[src/rtl/uart_pkg.sv]
// Shared UART definitions: receiver state encoding and bit-timing derivation.
`timescale 1ns/1ps
package uart_pkg;

    typedef enum logic [1:0] {
        IDLE,
        START,
        DATA,
        STOP
    } state_t;

    function automatic int clks_per_bit(input int clk_hz, input int baud);
        return clk_hz / baud;
    endfunction

    function automatic int half_bit(input int cpb);
        return cpb / 2;
    endfunction

endpackage

[src/rtl/uart_rx_sync_2ff.sv]
// Two-flop synchronizer for a single asynchronous bit.
`timescale 1ns/1ps
module sync_2ff #(
    parameter logic RST_VAL = 1'b1
) (
    input  logic clk,
    input  logic reset,
    input  logic d,
    output logic q
);

    logic meta;

    always_ff @(posedge clk or negedge reset) begin
        if (!reset) begin
            meta <= RST_VAL;
            q    <= RST_VAL;
        end else begin
            meta <= d;
            q    <= meta;
        end
    end

endmodule

[src/rtl/uart_rx.sv]
// 8N1 UART receiver with mid-bit sampling and a one-entry
// valid/ready output register.
`timescale 1ns/1ps
module uart_rx
    import uart_pkg::*;
#(
    parameter int CLK_HZ    = 50000000,
    parameter int BAUD_RATE = 115200
) (
    input  logic       clk,
    input  logic       reset,
    input  logic       rxd,
    output logic [7:0] out_data,
    output logic       out_valid,
    input  logic       out_ready,
    output logic       frame_err,
    output logic       overrun
);

    localparam int CPB  = clks_per_bit(CLK_HZ, BAUD_RATE);
    localparam int HALF = half_bit(CPB);
    localparam int CW   = (CPB > 2) ? $clog2(CPB) : 1;
    localparam logic [CW-1:0] CNT_END  = CW'(CPB - 1);
    localparam logic [CW-1:0] HALF_END = CW'(HALF - 1);

    logic          rxs;
    logic          prev;
    state_t        state, state_n;
    logic [CW-1:0] cnt, cnt_n;
    logic [2:0]    idx, idx_n;
    logic [7:0]    shreg, shreg_n;
    logic [7:0]    out_data_n;
    logic          out_valid_n;
    logic          frame_err_n;
    logic          overrun_n;

    sync_2ff #(.RST_VAL(1'b1)) u_sync (
        .clk   (clk),
        .reset (reset),
        .d     (rxd),
        .q     (rxs)
    );

    always_ff @(posedge clk or negedge reset) begin
        if (!reset) begin
            state     <= IDLE;
            cnt       <= '0;
            idx       <= '0;
            shreg     <= '0;
            prev      <= 1'b1;
            out_data  <= '0;
            out_valid <= 1'b0;
            frame_err <= 1'b0;
            overrun   <= 1'b0;
        end else begin
            state     <= state_n;
            cnt       <= cnt_n;
            idx       <= idx_n;
            shreg     <= shreg_n;
            prev      <= rxs;
            out_data  <= out_data_n;
            out_valid <= out_valid_n;
            frame_err <= frame_err_n;
            overrun   <= overrun_n;
        end
    end

    always_comb begin
        state_n     = state;
        cnt_n       = cnt + 1'b1;
        idx_n       = idx;
        shreg_n     = shreg;
        out_data_n  = out_data;
        out_valid_n = out_valid && !out_ready;
        frame_err_n = 1'b0;
        overrun_n   = 1'b0;
        unique case (state)
            IDLE: begin
                cnt_n = '0;
                idx_n = '0;
                // Edge-triggered so a line stuck low cannot re-arm.
                if (prev && !rxs) state_n = START;
            end
            START: begin
                if (cnt == HALF_END) begin
                    cnt_n   = '0;
                    state_n = rxs ? IDLE : DATA;
                end
            end
            DATA: begin
                if (cnt == CNT_END) begin
                    cnt_n   = '0;
                    shreg_n = {rxs, shreg[7:1]};
                    idx_n   = idx + 3'd1;
                    if (idx == 3'd7) state_n = STOP;
                end
            end
            STOP: begin
                if (cnt == CNT_END) begin
                    cnt_n   = '0;
                    state_n = IDLE;
                    if (!rxs) begin
                        frame_err_n = 1'b1;
                    end else if (!out_valid || out_ready) begin
                        out_data_n  = shreg;
                        out_valid_n = 1'b1;
                    end else begin
                        overrun_n = 1'b1;
                    end
                end
            end
            default: state_n = IDLE;
        endcase
    end

endmodule
[config.mk]
export PLATFORM = sky130hd
export DESIGN_NAME = uart_rx
export DESIGN_NICKNAME = d
export VERILOG_FILES = /design/src/rtl/uart_pkg.sv /design/src/rtl/uart_rx_sync_2ff.sv /design/src/rtl/uart_rx.sv
export SDC_FILE = /design/constraint.sdc
export NUM_CORES = 1
export LEC_CHECK = 0
export BUFFER_PORTS_ARGS = -buffer_cell sky130_fd_sc_hd__buf_2
export CORE_AREA = 2 2 85 87
export CTS_CLUSTER_DIAMETER = 200
export CTS_CLUSTER_SIZE = 16
export DETAILED_ROUTE_END_ITERATION = 16
export DIE_AREA = 0 0 87 89
export PLACE_DENSITY = 0.44
export SETUP_SLACK_MARGIN = 0.15
export SLEW_MARGIN = 10
export SYNTH_ARGS = -nofsm -noshare
export SYNTH_HDL_FRONTEND = slang
export SYNTH_SLANG_ARGS = --single-unit
[constraint.sdc]
create_clock -name clk -period 2.2 [get_ports clk]
set_input_delay 0.44 -clock clk [delete_from_list [all_inputs] [get_ports clk]]
set_output_delay 0.44 -clock clk [all_outputs]
set_load 0.005 [all_outputs]
==> metrics.log <==
[metrics] setup bufs post-CTS: 0
[metrics] Clk network pwr share: 0.370
[metrics] initial drt markers: 57
[metrics] highest achievable clock rate: 0.529 GHz
[metrics] Multi-input gate area: 716 µm²
[metrics] CTS tree: done
[metrics] num rows: 30
[metrics] arrival time at the worst endpoint: 2.06 ns
[metrics] final wirelength: 3090 µm
[metrics] die area: 7740 µm²
[metrics] Max-slew headroom: 0.467
[metrics] DRC violation count after routing: 0
[metrics] CP Capture Type: flip-flop
[metrics] largest incremental delay on the critical path: 0.40 ns
[metrics] Root Driver: sky130_fd_sc_hd__clkbuf_8
[metrics] fin. max-slew vios: 0
[metrics] height of the chip: 89 µm
[metrics] kind of launch point of the worst setup path: flip-flop
[metrics] number of synthesized register bits: 36
[metrics] I/O Buffers: 14
[metrics] HPWL after detailed placement: 2130 µm
[metrics] global-route wire length before repair: 5200 µm
[metrics] number of buffers inserted during clock tree synthesis: 5
[metrics] growth of design area from synthesis to finish: 16.0%
[metrics] Synth Net Count: 138
[metrics] Least-Margin Pin Slew: 0.799 ns
[metrics] Net Switching: 0.381 mW
[metrics] worst skew pair latency: 0.28 ns
[metrics] leakage power figure: 0.954 nW
[metrics] fin crit period: 1.89 ns
[metrics] antenna cell count: 0
[metrics] final-stage net count: 157
[metrics] number of global-route vias before repair: 1,072
[metrics] internal power summed over all cells: 1.13 mW
[metrics] final worst path period share: 0.859
[metrics] worst setup skew after layout: 0.00482 ns
[metrics] CP Class: flip-flop to flip-flop
[metrics] worst hold-check path type: primary input to async pin
[metrics] number of enable flip-flop cells after synthesis: 0
[metrics] most used flip-flop cell after synthesis: sky130_fd_sc_hd__dfrtp_1
[metrics] global router's overall resource usage: 0.0883
[metrics] number of sinks on the clock net: 36
[metrics] share of the core filled with cells in the final layout: 0.288
[metrics] area of the core region: 6720 µm²
[metrics] starting density of the core: 0.248
[metrics] number of setup violations in the final report: 0
[metrics] ratio of cells with drive above 1 in the final layout: 0.322
[metrics] total number of H-tree levels: 2
[metrics] Required @ worst endpoint: 2.37 ns
[metrics] Mapped Cells: 129
[metrics] Avg Inst Size Synth: 12.9 µm²
[metrics] DRT Pass-1 Iters: 4
[metrics] average wire length per cell after detail routing: 13.5 µm
[metrics] via density per instance: 4.66
[metrics] standard cell with the maximum stage delay on the critical path: sky130_fd_sc_hd__dfrtp_1
[metrics] x dimension of the die: 87 µm
[metrics] remaining antenna violation count after routing: 0
[metrics] max capacitance violation total: 0
[metrics] total grt overflow: 0
[metrics] Filler cells: 679
[metrics] Final Hold Violating Endpoints: 0
[metrics] number of antenna violations at the first check in global routing: 0
[metrics] fraction of the yosys area taken by sequential cells: 0.543
[metrics] FF+latch area: 905 µm²
[metrics] number of I/O pins: 15
[metrics] Max clock buf depth: 2
[metrics] fraction of power spent switching nets: 0.252
[metrics] largest net degree at the start of global routing: 37
[metrics] Distinct cells, synth: 37
[metrics] critical path's most frequent cell: sky130_fd_sc_hd__buf_4
[metrics] cells resized by post-CTS repair: 0
[metrics] clock-pin slew on the worst setup and hold paths: 0.07 ns
[metrics] sequential group share of total power: 0.521
[metrics] worst-case vdd ir drop: 0.442 mV
[metrics] mapped cell area: 1670 µm²
[metrics] maximum fanout encountered on the critical timing path: 9
[metrics] async set-reset flop share out of synthesis: 1.00
[metrics] unrepaired setup endpoints after global routing: false
[metrics] Syn. warnings: 0
[metrics] cells along the critical path: inv_1, ha_1, nand4bb_1, buf_4, nor4b_4, buf_4, mux2_2
[metrics] detailed-route via count: 1,068
[metrics] gpl congestion: 0.749
[metrics] relative contribution of combinational cells to total power: 0.109
[metrics] Post-Route Setup TNS: 0 ns
[metrics] Hold-fix buffers, CTS: 0
[metrics] run status: complete, no violations
[metrics] power density normalized to cell area: 782 nW/µm²
## cell usage after synthesis (all sizes together) (4+ instances only)
cell	count	share of area
ha	5	0.038
o21ai	4	0.012
o211ai	4	0.018
dfrtp	33	0.50
or4	5	0.023
nand2	12	0.027
a21oi	4	0.012
mux2	16	0.13
a22oi	4	0.018
## worst paths after layout
kind                             startpoint  slack (ns)  depth (start not counted)          end
worst max register to register       cnt[1]        0.31                          7  out_data[1]
worst min-delay path                  reset        0.25                          1  out_data[4]
worst max-delay path                 cnt[1]        0.31                          7  out_data[1]
worst min register to register  u_sync.meta        0.36                          0     u_sync.q
min in group clk                        rxd        0.26                          1  u_sync.meta
max in group asynchronous             reset        1.45                          1       cnt[4]
## layout by cell type (no fill, tap or decap), types with 2 or more instances in the layout
cell type,instances
sky130_fd_sc_hd__buf_4,3
sky130_fd_sc_hd__inv_1,3
sky130_fd_sc_hd__dfstp_2,3
sky130_fd_sc_hd__o211ai_1,4
sky130_fd_sc_hd__o21ai_0,3
sky130_fd_sc_hd__or4_1,5
sky130_fd_sc_hd__a21oi_1,4
sky130_fd_sc_hd__or3_1,2
sky130_fd_sc_hd__o31ai_1,3
sky130_fd_sc_hd__clkbuf_8,5
sky130_fd_sc_hd__mux2_4,8
sky130_fd_sc_hd__ha_1,5
sky130_fd_sc_hd__nand2_1,12
sky130_fd_sc_hd__dfrtp_1,33
sky130_fd_sc_hd__a22oi_1,4
sky130_fd_sc_hd__xor2_1,2
sky130_fd_sc_hd__a31oi_1,2
sky130_fd_sc_hd__mux2_2,8
sky130_fd_sc_hd__nand3b_1,2
sky130_fd_sc_hd__nand2b_1,2
sky130_fd_sc_hd__buf_2,14
sky130_fd_sc_hd__nand3_1,3
## flip-flops by register name, indices dropped and copies added, names as in the netlist, named ones only
| signal | count |
|---|---|
| out_data | 8 |
| shreg | 8 |
| u_sync.q | 1 |
| idx | 3 |
| cnt | 9 |
| frame_err | 1 |
| state | 1 |
| overrun | 1 |
| prev | 1 |
| u_sync.meta | 1 |
| out_valid | 1 |
## through the flow
| stage | instance area, µm² | worst slack (ns) | cells | total power [mW] | hold WS [ns] |
|---|---|---|---|---|---|
| 4_1_cts | 1930 | 0.307 | 229 | 1.54 | 0.244 |
| 3_5_place_dp | 1820 | 0.310 | 221 | 0.964 | 0.348 |
| 5_1_grt | 1930 | 0.223 | 229 | 1.61 | 0.239 |
| 2_1_floorplan | 1670 | 0.300 | 129 | 0.907 | 0.144 |
| 6_report | 1930 | 0.311 | 229 | 1.51 | 0.246 |
| 3_3_place_gp | 1820 | 0.371 | 221 | 0.959 | 0.347 |
## power by group through the flow
stage,Clock (mW),Sequential (mW),Combinational [mW]
floorplan,0,0.776,0.131
global placement,0,0.796,0.163
detailed placement,0,0.799,0.165
CTS,0.589,0.786,0.168
global route,0.622,0.794,0.189
finish,0.558,0.787,0.164
## layer usage
layer / up-vias / wire length (µm) / global-route usage
met5: - / 0 / 0
met4: 0 / 29 / 0.0412
met3: 2 / 150 / 0.0286
met2: 20 / 1410 / 0.129
met1: 537 / 1500 / 0.118
li1: 509 / - / -
## cells by family after synthesis
| kind of cell | share of synthesized area |
|---|---|
| simple gates | 0.159 |
| buf+inv | 0.0270 |
| flops | 0.543 |
| compound gates | 0.0909 |
| xor+xnor | 0.0158 |
| fa+ha+maj | 0.0376 |
| mux | 0.126 |
## critical path, delay by kind of cell (launching register included)
kind                     cells  cell delay, ns
buffers and inverters        3            0.49
flip-flops                   1            0.40
AND/OR/NAND/NOR              2            0.40
multiplexers                 1            0.35
adder cells (fa/ha/maj)      1            0.14
## cell type report
type,count,area share
Timing Repair Buffer,17,0.0479
Sequential cell,36,0.468
Multi-Input combinational cell,85,0.370
Tap cell,80,0.0518
Clock buffer,6,0.0376
Clock inverter,2,0.0181
Inverter,3,0.00583
Power figures use the tool's default switching activity.
